`src/rtl/input_dbuf_ctrl_if.sv`:
```
// Handshake/bus bundle for the input activation double-buffer controller.
// slave: controller side; master: stream/config/read-side/generator side.
interface input_dbuf_ctrl_if #(
    parameter int CONFIG_WIDTH = 32
) ();
    logic                    cfg_valid;
    logic [CONFIG_WIDTH-1:0] cfg_data;
    logic                    cfg_ready;
    logic                    gen_config_enable;
    logic [CONFIG_WIDTH-1:0] gen_config_data;
    logic                    gen_addr_enable;
    logic                    gen_writing_last_data;
    logic                    in_valid;
    logic                    in_ready;
    logic                    bank_wen;
    logic                    wr_bank_sel;
    logic                    rd_block_ready;
    logic                    rd_bank_sel;
    logic                    rd_block_done;
    logic                    layer_done;

    modport slave (
        input  cfg_valid, cfg_data, gen_writing_last_data,
        input  in_valid, rd_block_done,
        output cfg_ready, gen_config_enable, gen_config_data,
        output gen_addr_enable, in_ready, bank_wen, wr_bank_sel,
        output rd_block_ready, rd_bank_sel, layer_done
    );

    modport master (
        output cfg_valid, cfg_data, gen_writing_last_data,
        output in_valid, rd_block_done,
        input  cfg_ready, gen_config_enable, gen_config_data,
        input  gen_addr_enable, in_ready, bank_wen, wr_bank_sel,
        input  rd_block_ready, rd_bank_sel, layer_done
    );
endinterface

```
`src/rtl/input_dbuf_ctrl.sv`:
```
// Input activation ping-pong buffer controller: config load, block writes
// into two banks, hand-off to the read side, layer completion pulse.
// Ports: clk, rst_n (sync, active-low), bus (input_dbuf_ctrl_if.slave).
module input_dbuf_ctrl #(
    parameter int CONFIG_WIDTH    = 32,
    parameter int BLOCK_CNT_WIDTH = 16
) (
    input  logic                   clk,
    input  logic                   rst_n,
    input_dbuf_ctrl_if.slave       bus
);
    localparam int BW = BLOCK_CNT_WIDTH;
    localparam logic [BW-1:0] ONE = BW'(1);

    typedef enum logic [1:0] {CFG0, CFG1, RUN} state_e;

    state_e        state_q;
    logic [BW-1:0] num_blocks_q;
    logic [BW-1:0] blk_wr_q;
    logic [BW-1:0] blk_rd_q;
    logic [1:0]    full_q;
    logic          wr_sel_q;
    logic          rd_sel_q;
    logic          layer_done_q;

    logic run;
    logic wr;
    logic close_blk;
    logic release_blk;

    assign run = (state_q == RUN);

    assign bus.cfg_ready = (state_q != RUN);
    assign bus.gen_config_enable = (state_q == CFG0) && bus.cfg_valid;
    assign bus.gen_config_data =
        bus.gen_config_enable ? bus.cfg_data : '0;

    assign bus.in_ready = run && !full_q[wr_sel_q]
                          && (blk_wr_q < num_blocks_q);
    assign wr = bus.in_valid && bus.in_ready;
    assign bus.gen_addr_enable = wr;
    assign bus.bank_wen = wr;
    assign close_blk = wr && bus.gen_writing_last_data;

    assign bus.rd_block_ready = run && full_q[rd_sel_q];
    // A done pulse with no complete block on offer is dropped.
    assign release_blk = bus.rd_block_done && bus.rd_block_ready;

    assign bus.wr_bank_sel = wr_sel_q;
    assign bus.rd_bank_sel = rd_sel_q;
    assign bus.layer_done = layer_done_q;

    always_ff @(posedge clk) begin
        if (!rst_n) begin
            state_q      <= CFG0;
            num_blocks_q <= '0;
            blk_wr_q     <= '0;
            blk_rd_q     <= '0;
            full_q       <= 2'b00;
            wr_sel_q     <= 1'b0;
            rd_sel_q     <= 1'b0;
            layer_done_q <= 1'b0;
        end else begin
            layer_done_q <= 1'b0;
            case (state_q)
                CFG0: begin
                    if (bus.cfg_valid) begin
                        state_q <= CFG1;
                    end
                end
                CFG1: begin
                    if (bus.cfg_valid) begin
                        num_blocks_q <= bus.cfg_data[BW-1:0];
                        blk_wr_q     <= '0;
                        blk_rd_q     <= '0;
                        full_q       <= 2'b00;
                        wr_sel_q     <= 1'b0;
                        rd_sel_q     <= 1'b0;
                        state_q      <= RUN;
                    end
                end
                RUN: begin
                    if (num_blocks_q == '0) begin
                        state_q      <= CFG0;
                        layer_done_q <= 1'b1;
                    end else begin
                        // Close and release never hit the same bank:
                        // a write needs its bank empty, a release full.
                        if (close_blk) begin
                            full_q[wr_sel_q] <= 1'b1;
                            wr_sel_q         <= ~wr_sel_q;
                            blk_wr_q         <= blk_wr_q + ONE;
                        end
                        if (release_blk) begin
                            full_q[rd_sel_q] <= 1'b0;
                            rd_sel_q         <= ~rd_sel_q;
                            blk_rd_q         <= blk_rd_q + ONE;
                            if (blk_rd_q + ONE == num_blocks_q) begin
                                state_q      <= CFG0;
                                layer_done_q <= 1'b1;
                            end
                        end
                    end
                end
                default: state_q <= CFG0;
            endcase
        end
    end
endmodule

```
`src/flat_wrapper.sv`:
```
// flat-port wrapper written by rule: the top's interface ports become plain ports
module input_dbuf_ctrl_flat 
#(
    parameter int CONFIG_WIDTH    = 32,
    parameter int BLOCK_CNT_WIDTH = 16
)
  (clk, rst_n, bus_cfg_valid, bus_cfg_data, bus_gen_writing_last_data, bus_in_valid, bus_rd_block_done, bus_cfg_ready, bus_gen_config_enable, bus_gen_config_data, bus_gen_addr_enable, bus_in_ready, bus_bank_wen, bus_wr_bank_sel, bus_rd_block_ready, bus_rd_bank_sel, bus_layer_done);
  input_dbuf_ctrl_if #(.CONFIG_WIDTH(CONFIG_WIDTH)) bus_i ();
  input  logic clk;
  input  logic rst_n;
  input wire logic [$bits(bus_i.cfg_valid)-1:0] bus_cfg_valid;
  input wire logic [$bits(bus_i.cfg_data)-1:0] bus_cfg_data;
  input wire logic [$bits(bus_i.gen_writing_last_data)-1:0] bus_gen_writing_last_data;
  input wire logic [$bits(bus_i.in_valid)-1:0] bus_in_valid;
  input wire logic [$bits(bus_i.rd_block_done)-1:0] bus_rd_block_done;
  output wire logic [$bits(bus_i.cfg_ready)-1:0] bus_cfg_ready;
  output wire logic [$bits(bus_i.gen_config_enable)-1:0] bus_gen_config_enable;
  output wire logic [$bits(bus_i.gen_config_data)-1:0] bus_gen_config_data;
  output wire logic [$bits(bus_i.gen_addr_enable)-1:0] bus_gen_addr_enable;
  output wire logic [$bits(bus_i.in_ready)-1:0] bus_in_ready;
  output wire logic [$bits(bus_i.bank_wen)-1:0] bus_bank_wen;
  output wire logic [$bits(bus_i.wr_bank_sel)-1:0] bus_wr_bank_sel;
  output wire logic [$bits(bus_i.rd_block_ready)-1:0] bus_rd_block_ready;
  output wire logic [$bits(bus_i.rd_bank_sel)-1:0] bus_rd_bank_sel;
  output wire logic [$bits(bus_i.layer_done)-1:0] bus_layer_done;
  assign bus_i.cfg_valid = bus_cfg_valid;
  assign bus_i.cfg_data = bus_cfg_data;
  assign bus_i.gen_writing_last_data = bus_gen_writing_last_data;
  assign bus_i.in_valid = bus_in_valid;
  assign bus_i.rd_block_done = bus_rd_block_done;
  assign bus_cfg_ready = bus_i.cfg_ready;
  assign bus_gen_config_enable = bus_i.gen_config_enable;
  assign bus_gen_config_data = bus_i.gen_config_data;
  assign bus_gen_addr_enable = bus_i.gen_addr_enable;
  assign bus_in_ready = bus_i.in_ready;
  assign bus_bank_wen = bus_i.bank_wen;
  assign bus_wr_bank_sel = bus_i.wr_bank_sel;
  assign bus_rd_block_ready = bus_i.rd_block_ready;
  assign bus_rd_bank_sel = bus_i.rd_bank_sel;
  assign bus_layer_done = bus_i.layer_done;
  input_dbuf_ctrl #(.CONFIG_WIDTH(CONFIG_WIDTH), .BLOCK_CNT_WIDTH(BLOCK_CNT_WIDTH)) u_core (.clk(clk), .rst_n(rst_n), .bus(bus_i));
endmodule
```
`config.mk`:
```
export PLATFORM = sky130hd
export DESIGN_NAME = input_dbuf_ctrl_flat
export DESIGN_NICKNAME = d
export VERILOG_FILES = /design/src/rtl/input_dbuf_ctrl_if.sv /design/src/rtl/input_dbuf_ctrl.sv /design/src/flat_wrapper.sv
export SDC_FILE = /design/constraint.sdc
export NUM_CORES = 1
export LEC_CHECK = 0
export CAP_MARGIN = 5
export CORE_UTILIZATION = 51
export CTS_BUF_LIST = sky130_fd_sc_hd__clkbuf_16
export DETAILED_ROUTE_END_ITERATION = 10
export PLACE_DENSITY_LB_ADDON = 0.08
export SLEW_MARGIN = 0
export SYNTH_ARGS = -nofsm -noshare
export SYNTH_HDL_FRONTEND = slang
export SYNTH_SLANG_ARGS = --single-unit
```
`constraint.sdc`:
```
create_clock -name clk -period 2.99 [get_ports clk]
set_input_delay 0.4485 -clock clk [delete_from_list [all_inputs] [get_ports clk]]
set_output_delay 0.4485 -clock clk [all_outputs]
set_load 0.01 [all_outputs]
```
==> results of run 1 <==
## area by class of cell
cell class / instances / share of cell area [%]
tap: 80 / 2.153
sequential: 55 / 23.68
multi-input combinational: 363 / 49.00
timing repair buffer: 102 / 20.67
inverter: 19 / 1.534
clock inverter: 3 / 0.2691
clock buffer: 5 / 2.691
## final timing paths
path / end
worst max-delay path: u_core.bus.layer_done
worst min register to register: u_core.blk_wr_q[12]
worst min-delay path: u_core.blk_wr_q[12]
worst max register to register: u_core.bus.layer_done
## worst reg2reg max path, stage by stage, from the launching register on
cell	delay, ns
sky130_fd_sc_hd__dfxtp_1	0.50
sky130_fd_sc_hd__nand4_2	0.19
sky130_fd_sc_hd__or4_1	0.69
sky130_fd_sc_hd__xnor2_2	0.18
sky130_fd_sc_hd__a22oi_1	0.10
sky130_fd_sc_hd__a2111o_1	0.41
sky130_fd_sc_hd__or4_4	0.50
sky130_fd_sc_hd__a211oi_2	0.23
## registers in the layout (all words and copies together), names as in the netlist
signal                  cells
u_core.blk_rd_q            16
u_core.full_q               2
u_core.blk_wr_q            16
u_core.bus.wr_bank_sel      1
u_core.bus.rd_bank_sel      1
u_core.bus.layer_done       1
u_core.num_blocks_q        16
u_core.state_q              2
## per-layer routing
| metal | GRT usage [%] | share of wire, % | vias to the layer above |
|---|---|---|---|
| met5 | 0 | 0 | - |
| met4 | 9.394 | 2.1 | 0 |
| met3 | 4.864 | 6.4 | 17 |
| met2 | 47.95 | 48 | 145 |
| met1 | 38.27 | 44 | 1721 |
| li1 | - | - | 1816 |
## timing repair
item | 4_1_cts | 5_1_grt
hold buffers | 0 | 0
pin swaps | 0 | 1
setup endpoints to repair | 3 | 3
resized for setup | 5 | 3
## cells in the final DEF, fill, tap and decap left out, types with 5 or more instances in the layout
| master | synthesis | routed |
|---|---|---|
| sky130_fd_sc_hd__xnor2_1 | 16 | 16 |
| sky130_fd_sc_hd__clkdlybuf4s50_1 | 0 | 75 |
| sky130_fd_sc_hd__nand4_1 | 9 | 9 |
| sky130_fd_sc_hd__clkbuf_16 | 0 | 5 |
| sky130_fd_sc_hd__nor2_1 | 30 | 29 |
| sky130_fd_sc_hd__and2_1 | 37 | 37 |
| sky130_fd_sc_hd__and3_1 | 5 | 5 |
| sky130_fd_sc_hd__nand2_1 | 60 | 60 |
| sky130_fd_sc_hd__or3_1 | 6 | 6 |
| sky130_fd_sc_hd__or4_1 | 16 | 16 |
| sky130_fd_sc_hd__nor3_1 | 9 | 9 |
| sky130_fd_sc_hd__o21ai_0 | 18 | 18 |
| sky130_fd_sc_hd__xor2_1 | 7 | 7 |
| sky130_fd_sc_hd__dfxtp_1 | 55 | 55 |
| sky130_fd_sc_hd__nor4_1 | 6 | 6 |
| sky130_fd_sc_hd__ha_1 | 17 | 16 |
| sky130_fd_sc_hd__buf_4 | 1 | 24 |
| sky130_fd_sc_hd__nand3_1 | 15 | 15 |
| sky130_fd_sc_hd__inv_1 | 19 | 21 |
| sky130_fd_sc_hd__a21oi_1 | 48 | 48 |
| sky130_fd_sc_hd__o31ai_1 | 11 | 11 |
| sky130_fd_sc_hd__a21o_1 | 7 | 7 |
## where the power goes
group	internal [W]	switching, W
logic	0.000185	0.000168
registers	0.000745	0.0000128
clock network	0.000304	0.000260
## per-stage QoR
step                       TNS (ns)  utilization (%)
after global routing              0            68.81
after global placement            0            66.43
after floorplan                   0                -
final                             0            68.81
after CTS                         0            68.70
after detailed placement  -0.008468            66.43
## cells by family (layout without fill, tap and decap cells)
group / after synthesis / after routing / share of synthesized area, %
buffers and inverters: 48 / 129 / 5.405
DFF: 55 / 55 / 31.08
muxes: 4 / 4 / 1.130
AOI/OAI and AO/OA: 107 / 107 / 18.76
adders and majority gates: 17 / 17 / 6.005
xor gates and xnor gates: 24 / 24 / 6.146
and+or+nand+nor: 211 / 211 / 31.47
==> summary.txt, run 1 <==
Core Region: 0.006756 mm²
Initial antenna violation count: 0
Post-CTS setup repair buffer count: 0
Worst rel slew slack: 36.64%
Synth top area share: 31.08%
Area growth from synthesis to layout: 31.26%
Mean Syn Cell Area: 7.601 µm²
Classification of the worst setup path: reg2reg
Yosys synthesis warning count: 0
Cell count after placement: 619
PD cells: 360.3 mW/mm²
Largest delay share family, worst path: simple AND/OR/NAND/NOR gates
Result of the run: completed
Critical R2R Launch: u_core.blk_rd_q[8]
Register bit total from synthesis: 55
Detailed Routing Iterations Pass 1: 5
Dominant cell by count in the synthesized netlist: sky130_fd_sc_hd__nand2_1
Final ANT Viol Nets: 0
Horizontal die dimension: 85.34 µm
Least-Margin Pin Slew: 0.9504 ns
Iter 0 DRT Violations: 241
Number of endpoints with negative hold slack in the final report: 0
Slowest cell delay on critical path: 0.69 ns
Final weighted congestion of routability-driven global placement: 0.8488
Quantity of I/O buffers inserted on ports: 78
Maximum clock insertion buffer count: 2
Crit. Startpoint: u_core.blk_rd_q[8]
TritonCTS clock tree: done
Cell Area, Placed: 0.004488 mm²
Series of cell instances along the critical path: nand4_2 -> or4_1 -> xnor2_2 -> a22oi_1 -> a2111o_1 -> or4_4 -> a211oi_2
Clock transition at the registers of the reported paths: 0.07 ns
Setup Slack @ Placement: -0.005179 ns
# fillers: 547
Ranking of synthesized cells by instance count: 60 x sky130_fd_sc_hd__nand2_1, 55 x sky130_fd_sc_hd__dfxtp_1, 48 x sky130_fd_sc_hd__a21oi_1
Worst Hold Class: reg2reg
Row Count: 30
Die outline height: 85.34 µm
Reported leakage power: 1.753 nW
Final global-route overflow total: 0
R2R depth: 7
Maximum capacitance violations: 0
Hold Path Origin: u_core.blk_wr_q[12]
Wire length of the first global-routing pass: 16620 µm
Worst Path Required: 3.20 ns
All-Layer GR Usage: 28.89%
Synth area leader: sky130_fd_sc_hd__dfxtp_1
Peak Freq: 0.3479 GHz
Startpoint Class: flip-flop
Routed len/inst: 16.22 µm
HPWL after detailed placement: 7818 µm
Largest vdd supply drop: 0.2485 mV
Tightest hold margin: 0.5008 ns
Number of global-route vias before repair: 3411
Max Clock Skew: 0.005399 ns
Starting utilization of the core area: 52.43%
Die Outline Area: 0.007283 mm²
Post-layout worst setup margin: 0.1153 ns
Clock latency at the later pin of the worst-skew pair: 0.29 ns
Number of pins exceeding their max-slew limit in the final report: 0
Max Fanout on Critical Path: 7
Non-filler instance count after layout: 627
Ratio of cells with drive above 1 in the final layout: 7.861%
Synthesized netlist net count: 521
Cts bufs inserted: 5
Post-synth EDFFs: 0
Post-route clock period utilization: 96.14%
DRC violation count after routing: 0
Worst hold path stage count: 2
Flop2flop setup slack: 0.12 ns
Portion of the post-synthesis area used by sequential elements: 31.08%
Diodes inserted: 0
Shortest period the worst path allows: 2.875 ns
Most frequently used flop master after synthesis: sky130_fd_sc_hd__dfxtp_1
Fin area: 0.004649 mm²
Cell type of the slowest stage on the worst timing path: sky130_fd_sc_hd__or4_1
Clock sink total: 55
Async SR Flop Fraction: 0%
Register cell area after layout: 0.001101 mm²
CP arrival: 3.08 ns
Vias: 3699
Maximum number of pins on one net before global-route repair: 34
Net count, final: 601
Number of cells on the critical path: 7
Area used by multi-input combinational logic: 0.002278 mm²
CTS Root Buffer Type: sky130_fd_sc_hd__clkbuf_16
Most area-consuming cells after synthesis: sky130_fd_sc_hd__dfxtp_1 31%, sky130_fd_sc_hd__a21oi_1 6.8%, sky130_fd_sc_hd__and2_1 6.5%
Count of unique library cells instantiated by Yosys: 55
Number of ports placed on the die boundary: 79
Setup repair after global routing missed its margin: false
Drt via density: 5.900
Total wire length: 10170 µm
Total power draw: 0.001675 W
H-tree levels: 2
Kind of end point of the critical path: flip-flop
CP bufs+invs: 0
Final count of negative-setup-slack endpoints: 0
Number of instances in the synthesized netlist: 466
Netlist area before placement: 0.003542 mm²
Power figures use the tool's default switching activity.
==> run 2, diff against run 1 <==
--- a/config.mk
+++ b/config.mk
@@ -5,10 +5,12 @@
 export SDC_FILE = /design/constraint.sdc
 export NUM_CORES = 1
 export LEC_CHECK = 0
+export ABC_CLOCK_PERIOD_IN_PS = 2990
 export CAP_MARGIN = 5
 export CORE_UTILIZATION = 51
 export CTS_BUF_LIST = sky130_fd_sc_hd__clkbuf_16
 export DETAILED_ROUTE_END_ITERATION = 10
+export GPL_TIMING_DRIVEN = 0
 export PLACE_DENSITY_LB_ADDON = 0.08
 export SLEW_MARGIN = 0
 export SYNTH_ARGS = -nofsm -noshare
==> constraint.sdc (replaced) <==
create_clock -name clk -period 2.99 [get_ports clk]
set_input_delay 0.4485 -clock clk [delete_from_list [all_inputs] [get_ports clk]]
set_output_delay 0.4485 -clock clk [all_outputs]
set_load 0.02 [all_outputs]
==> summary.txt, run 2 (synthesis gave the netlist of run 1 again) <==
Switching power share of the total: 27.35% (+1.0 points)
All-Layer GR Usage: 28.91% (about the same)
Part of the total power dissipated in combinational logic: 21.8% (+0.7 points)
Hold Path Origin: u_core.num_blocks_q[13]
Largest vdd supply drop: 0.2312 mV (-7.0%)
Tightest hold margin: 0.4935 ns (-0.007267 ns)
CP arrival: 3.05 ns (-0.03 ns)
Core Region: 0.006756 mm² (unchanged)
Number of endpoints with negative hold slack in the final report: 0 (unchanged)
Starting utilization of the core area: 52.43% (unchanged)
Register cell area after layout: 0.001104 mm² (+0.23%)
Kind of end point of the critical path: flip-flop
Iter 0 DRT Violations: 205 (-15%)
Share of power burned in the clock network: 32.5% (-1.2 points)
CTS Root Buffer Type: sky130_fd_sc_hd__clkbuf_16
Area growth from synthesis to layout: 29.85%
Shortest period the worst path allows: 2.859 ns (-0.01604 ns)
Internal Power: 0.001222 W (-1.0%)
Post-route clock period utilization: 95.61% (-0.54 points)
Clock sink total: 55 (unchanged)
HPWL after detailed placement: 7980 µm (+2.1%)
Switching pwr: 0.0004600 W (+4.3%)
Result of the run: completed
Post-CTS setup repair buffer count: 0 (unchanged)
Proportion of power drawn by flip-flops and latches: 45.7% (+0.4 points)
Crit. Startpoint: u_core.blk_rd_q[8]
Clock transition at the registers of the reported paths: 0.06 ns (about the same)
Final global-route overflow total: 0 (unchanged)
Worst rel slew slack: 62.49% (+26 points)
Reported leakage power: 1.670 nW (-4.7%)
Most frequent standard cell in the layout excluding fill and tap cells: sky130_fd_sc_hd__clkdlybuf4s50_1
Final count of negative-setup-slack endpoints: 0 (unchanged)
Net count, final: 606 (+0.83%)
DRC violation count after routing: 0 (unchanged)
Clock latency at the later pin of the worst-skew pair: 0.29 ns (about the same)
Die Outline Area: 0.007283 mm² (unchanged)
Die outline height: 85.34 µm (unchanged)
Quantity of I/O buffers inserted on ports: 78 (unchanged)
Row Count: 30 (unchanged)
Maximum capacitance violations: 0 (unchanged)
Cts bufs inserted: 5 (unchanged)
PD cells: 365.6 mW/mm² (+1.5%)
Drt via density: 5.917 (+0.30%)
Ratio of cells with drive above 1 in the final layout: 6.727% (-1.1 points)
Series of cell instances along the critical path: buf_2 -> nand4_2 -> or4_1 -> buf_2 -> xnor2_2 -> a22oi_1 -> a2111o_1 -> or4_4 -> a211oi_2
Final ANT Viol Nets: 0 (unchanged)
Diodes inserted: 0 (unchanged)
Commonest non-fill, non-tap cells in the layout: 75 x sky130_fd_sc_hd__clkdlybuf4s50_1, 60 x sky130_fd_sc_hd__nand2_1, 53 x sky130_fd_sc_hd__dfxtp_1
Most numerous cell on the critical path: sky130_fd_sc_hd__buf_2
Worst Hold Class: reg2reg
Max Fanout on Critical Path: 7 (unchanged)
Startpoint Class: flip-flop
Detailed Routing Iterations Pass 1: 5 (unchanged)
Largest delay share family, worst path: simple AND/OR/NAND/NOR gates
Area used by multi-input combinational logic: 0.002297 mm² (+0.82%)
Non-filler instance count after layout: 630 (+0.48%)
CP bufs+invs: 2 (+2)
Initial antenna violation count: 0 (unchanged)
Classification of the worst setup path: reg2reg
Total wire length: 10250 µm (+0.81%)
Worst Path Required: 3.18 ns (-0.02 ns)
Max Clock Skew: 0.007528 ns (+0.002129 ns)
Wire length of the first global-routing pass: 16770 µm (+0.91%)
Number of global-route vias before repair: 3563 (+4.5%)
Least-Margin Pin Slew: 0.5606 ns (-0.3898 ns)
Horizontal die dimension: 85.34 µm (unchanged)
Peak Freq: 0.3498 GHz (+0.56%)
Number of ports placed on the die boundary: 79 (unchanged)
Largest regs: u_core.blk_rd_q (16), u_core.blk_wr_q (16), u_core.num_blocks_q (16)
Setup repair after global routing missed its margin: false
Critical R2R Launch: u_core.blk_rd_q[8]
Routed len/inst: 16.27 µm (+0.33%)
Number of pins exceeding their max-slew limit in the final report: 0 (unchanged)
Maximum number of pins on one net before global-route repair: 15 (-56%)
# fillers: 577 (+5.5%)
Final weighted congestion of routability-driven global placement: 0.9183 (+8.2%)
Maximum clock insertion buffer count: 2 (unchanged)
TritonCTS clock tree: done
H-tree levels: 2 (unchanged)
Slowest cell delay on critical path: 0.53 ns (-0.16 ns)
Vias: 3728 (+0.78%)
Cell type of the slowest stage on the worst timing path: sky130_fd_sc_hd__or4_1
Cell count after placement: 624 (+0.81%)
run 2: worst register-to-register path: stages, from the launching register on:
cell and delay [ns]:
sky130_fd_sc_hd__dfxtp_1 0.30, sky130_fd_sc_hd__buf_2 0.18, sky130_fd_sc_hd__nand4_2 0.16, sky130_fd_sc_hd__or4_1 0.53, sky130_fd_sc_hd__buf_2 0.18, sky130_fd_sc_hd__xnor2_2 0.13, sky130_fd_sc_hd__a22oi_1 0.08, sky130_fd_sc_hd__a2111o_1 0.41
sky130_fd_sc_hd__or4_4 0.50, sky130_fd_sc_hd__a211oi_2 0.28
run 2: repair_timing:
action | in CTS | in global routing
endpoints found under the setup margin | 45 | 47
gates resized for setup | 9 | 21
hold buffers | 0 | 0
run 2: metrics by stage:
step                utilization (%)   power, W  setup slack [ns]  setup TNS [ns]  area [µm²]
floorplan                         -  0.0009683            0.2646               0        3542
global placement              65.46   0.001137           -0.2604          -4.212        4423
detailed placement            65.46   0.001144           -0.2400          -6.925        4423
CTS                           67.50   0.001678          0.005810               0        4561
global route                  68.07   0.001739          0.001049               0        4599
finish                        68.07   0.001682            0.1313               0        4599
run 2: power by group through the flow:
stage	registers, W	clock network (W)	logic (W)
final	0.000768	0.000546	0.000367
after global routing	0.000770	0.000573	0.000396
after CTS	0.000767	0.000548	0.000363
after detailed placement	0.000783	0	0.000361
after global placement	0.000783	0	0.000354
after floorplan	0.000775	0	0.000193
run 2: layout make-up:
class	instances	share of cell area, %
Clock buffer	5	2.720
Inverter	19	1.551
Timing Repair Buffer	78	16.78
Multi-Input combinational cell	363	49.95
Clock inverter	1	0.08161
Buffer	29	2.748
Tap cell	80	2.176
Sequential cell	55	23.99
run 2: final timing paths:
path / end / slack [ns] / cells past startpoint
worst max-delay path: u_core.bus.layer_done / 0.13 / 9
worst min register to register: u_core.num_blocks_q[13] / 0.49 / 2
worst min-delay path: u_core.num_blocks_q[13] / 0.49 / 2
worst max register to register: u_core.bus.layer_done / 0.13 / 9
run 2: routing by layer:
| metal | global-route usage [%] | routed length, µm | part of all wire [%] | vias to the layer above |
|---|---|---|---|---|
| li1 | - | - | - | 1828 |
| met1 | 37.81 | 4597 | 45 | 1728 |
| met2 | 49.12 | 4818 | 47 | 154 |
| met3 | 4.767 | 645 | 6.3 | 18 |
| met4 | 8.485 | 192 | 1.9 | 0 |
| met5 | 0 | 0 | 0 | - |
==> run 3, diff against run 2 <==
--- a/config.mk
+++ b/config.mk
@@ -5,9 +5,9 @@
 export SDC_FILE = /design/constraint.sdc
 export NUM_CORES = 1
 export LEC_CHECK = 0
-export ABC_CLOCK_PERIOD_IN_PS = 2990
+export ABC_CLOCK_PERIOD_IN_PS = 2500
 export CAP_MARGIN = 5
-export CORE_UTILIZATION = 51
+export CORE_UTILIZATION = 46
 export CTS_BUF_LIST = sky130_fd_sc_hd__clkbuf_16
 export DETAILED_ROUTE_END_ITERATION = 10
 export GPL_TIMING_DRIVEN = 0
@@ -16,3 +16,4 @@
 export SYNTH_ARGS = -nofsm -noshare
 export SYNTH_HDL_FRONTEND = slang
 export SYNTH_SLANG_ARGS = --single-unit
+export TNS_END_PERCENT = 10
==> constraint.sdc (replaced) <==
create_clock -name clk -period 2.5 [get_ports clk]
set_input_delay 0.375 -clock clk [delete_from_list [all_inputs] [get_ports clk]]
set_output_delay 0.375 -clock clk [all_outputs]
set_load 0.02 [all_outputs]
==> summary.txt, run 3 (synthesis gave the netlist of run 1 again) <==
Result of the run: finished with violations
Violations in the final reports: setup timing
Reported leakage power: 1.986 nW (+19%)
Most frequent standard cell in the layout excluding fill and tap cells: sky130_fd_sc_hd__nand2_1
Die outline height: 89.75 µm (+5.2%)
Area growth from synthesis to layout: 43.09%
Worst Path Required: 2.71 ns (-0.47 ns)
Series of cell instances along the critical path: nand2b_1 -> clkbuf_4 -> nor2_4 -> nand4_1 -> or4_1 -> a2111o_1 -> or4_4 -> a211oi_4
Clock latency at the later pin of the worst-skew pair: 0.29 ns (about the same)
Setup Slack @ Placement: -0.5161 ns (-0.2761 ns)
Flop2flop setup slack: -0.18 ns (-0.31 ns)
Final ANT Viol Nets: 0 (unchanged)
Max Fanout on Critical Path: 7 (unchanged)
TritonCTS clock tree: done
Largest vdd supply drop: 0.2559 mV (+11%)
Clock transition at the registers of the reported paths: 0.07 ns (about the same)
Routed len/inst: 16.80 µm (+3.2%)
Vias: 3860 (+3.5%)
Max Clock Skew: 0.004821 ns (-0.002707 ns)
Peak Freq: 0.3738 GHz (+6.9%)
Total wire length: 11210 µm (+9.3%)
Clock sink total: 55 (unchanged)
CTS Root Buffer Type: sky130_fd_sc_hd__clkbuf_16
Number of ports placed on the die boundary: 79 (unchanged)
Startpoint Class: flip-flop
HPWL after detailed placement: 8037 µm (+0.72%)
Ratio of cells with drive above 1 in the final layout: 18.31% (+12 points)
Starting utilization of the core area: 48.32% (-4.1 points)
# fillers: 622 (+7.8%)
Final global-route overflow total: 0 (unchanged)
Initial antenna violation count: 0 (unchanged)
Tightest hold margin: 0.4780 ns (-0.01547 ns)
Shortest period the worst path allows: 2.675 ns (-0.1835 ns)
Core Region: 0.007331 mm² (+8.5%)
Number of global-route vias before repair: 3736 (+4.9%)
Number of pins exceeding their max-slew limit in the final report: 0 (unchanged)
Drt via density: 5.787 (-2.2%)
Wire length of the first global-routing pass: 17800 µm (+6.2%)
Kind of end point of the critical path: flip-flop
Die Outline Area: 0.008055 mm² (+11%)
Diodes inserted: 0 (unchanged)
Maximum number of pins on one net before global-route repair: 19 (+4)
Critical R2R Launch: u_core.state_q[0]
Least-Margin Pin Slew: 0.6717 ns (+0.1111 ns)
Commonest non-fill, non-tap cells in the layout: 60 x sky130_fd_sc_hd__nand2_1, 46 x sky130_fd_sc_hd__a21oi_1, 42 x sky130_fd_sc_hd__clkdlybuf4s50_1
Worst Hold Class: reg2reg
DRC violation count after routing: 0 (unchanged)
CP bufs+invs: 1 (-1)
Final weighted congestion of routability-driven global placement: 0.9248 (+0.71%)
Cell Area, Placed: 0.004466 mm² (+0.96%)
Number of endpoints with negative hold slack in the final report: 0 (unchanged)
All-Layer GR Usage: 27.28% (-1.6 points)
Hold Path Origin: u_core.state_q[1]
CP arrival: 2.88 ns (-0.17 ns)
Detailed Routing Iterations Pass 1: 5 (unchanged)
Slowest cell delay on critical path: 0.53 ns (about the same)
Fin area: 0.005069 mm² (+10%)
Final count of negative-setup-slack endpoints: 8 (+8)
Iter 0 DRT Violations: 349 (+70%)
CTS Hold Buffers Added: 0 (unchanged)
Setup repair after global routing missed its margin: true
Largest delay share family, worst path: simple AND/OR/NAND/NOR gates
Post-layout worst setup margin: -0.1751 ns (-0.3065 ns)
Cell type of the slowest stage on the worst timing path: sky130_fd_sc_hd__or4_1
Maximum capacitance violations: 0 (unchanged)
Post-route clock period utilization: 107.0% (+11 points)
Classification of the worst setup path: reg2reg
Largest regs: u_core.blk_rd_q (16), u_core.blk_wr_q (16), u_core.num_blocks_q (16)
Register cell area after layout: 0.001169 mm² (+5.9%)
Final cell utilization of the core: 69.14% (+1.1 points)
Worst rel slew slack: 55.22% (-7.3 points)
Quantity of I/O buffers inserted on ports: 78 (unchanged)
H-tree levels: 2 (unchanged)
Area used by multi-input combinational logic: 0.002447 mm² (+6.5%)
Cts bufs inserted: 5 (unchanged)
Maximum clock insertion buffer count: 2 (unchanged)
Crit. Startpoint: u_core.state_q[0]
PD cells: 430.6 mW/mm² (+18%)
Net count, final: 622 (+2.6%)
Horizontal die dimension: 89.75 µm (+5.2%)
Row Count: 31 (+3.3%)
## run 3: cell count changes in the layout (fill, tap and decap cells not counted), moves of 8 or more
cell,before,now
sky130_fd_sc_hd__clkdlybuf4s50_1,75,42
sky130_fd_sc_hd__dfxtp_4,0,12
sky130_fd_sc_hd__dlygate4sd2_1,1,31
sky130_fd_sc_hd__dfxtp_1,53,25
sky130_fd_sc_hd__buf_6,0,8
sky130_fd_sc_hd__dfxtp_2,2,18
sky130_fd_sc_hd__buf_4,2,16
## run 3: layer usage
metal / wire length, µm / up-vias / GRT usage [%]
met4: 293 / 0 / 8.743
met5: 0 / - / 0
met3: 840 / 25 / 3.723
met2: 5356 / 193 / 47.56
met1: 4716 / 1789 / 34.69
li1: - / 1853 / -
## run 3: final timing paths
path                                         endpoint  depth (start not counted)
worst max register to register  u_core.bus.layer_done                          8
worst min-delay path                u_core.state_q[0]                          1
worst max-delay path            u_core.bus.layer_done                          8
worst min register to register      u_core.state_q[0]                          1
## run 3: per-stage QoR
step / power (W) / std cells / setup TNS [ns]
4_1_cts: 0.002186 / 656 / -0.4032
3_5_place_dp: 0.001371 / 643 / -23.75
2_1_floorplan: 0.001160 / 466 / -0.2507
3_3_place_gp: 0.001366 / 643 / -20.43
6_report: 0.002182 / 667 / -0.5630
5_1_grt: 0.002249 / 667 / -1.920
## run 3: area by class of cell
cell class | instances | area share, %
clock inverter | 3 | 0.9380
inverter | 19 | 1.506
clock buffer | 5 | 2.469
timing repair buffer | 95 | 17.48
multi-input combinational | 363 | 48.28
buffer | 28 | 3.826
sequential | 55 | 23.06
tap | 99 | 2.444
## run 3: report_power, final
group	switching (W)	internal [W]	total, W
Clock	0.000343	0.000479	0.000822
Sequential	0.0000279	0.000884	0.000912
Combinational	0.000243	0.000205	0.000448
Total	0.000614	0.00157	0.00218
## run 3: worst reg2reg max path, delay by kind of cell, from the launching register on
family,cells,cell delay [ns]
flops,1,0.35
simple gates,5,1.46
compound gates,2,0.58
buf+inv,1,0.19
## run 3: what timing repair did
action	CTS	global route
pin swaps	11	15
gates cloned	1	0
setup buffers	4	12
hold endpoints to repair	0	0
endpoints found under the setup margin	57	32
resized for setup	120	41
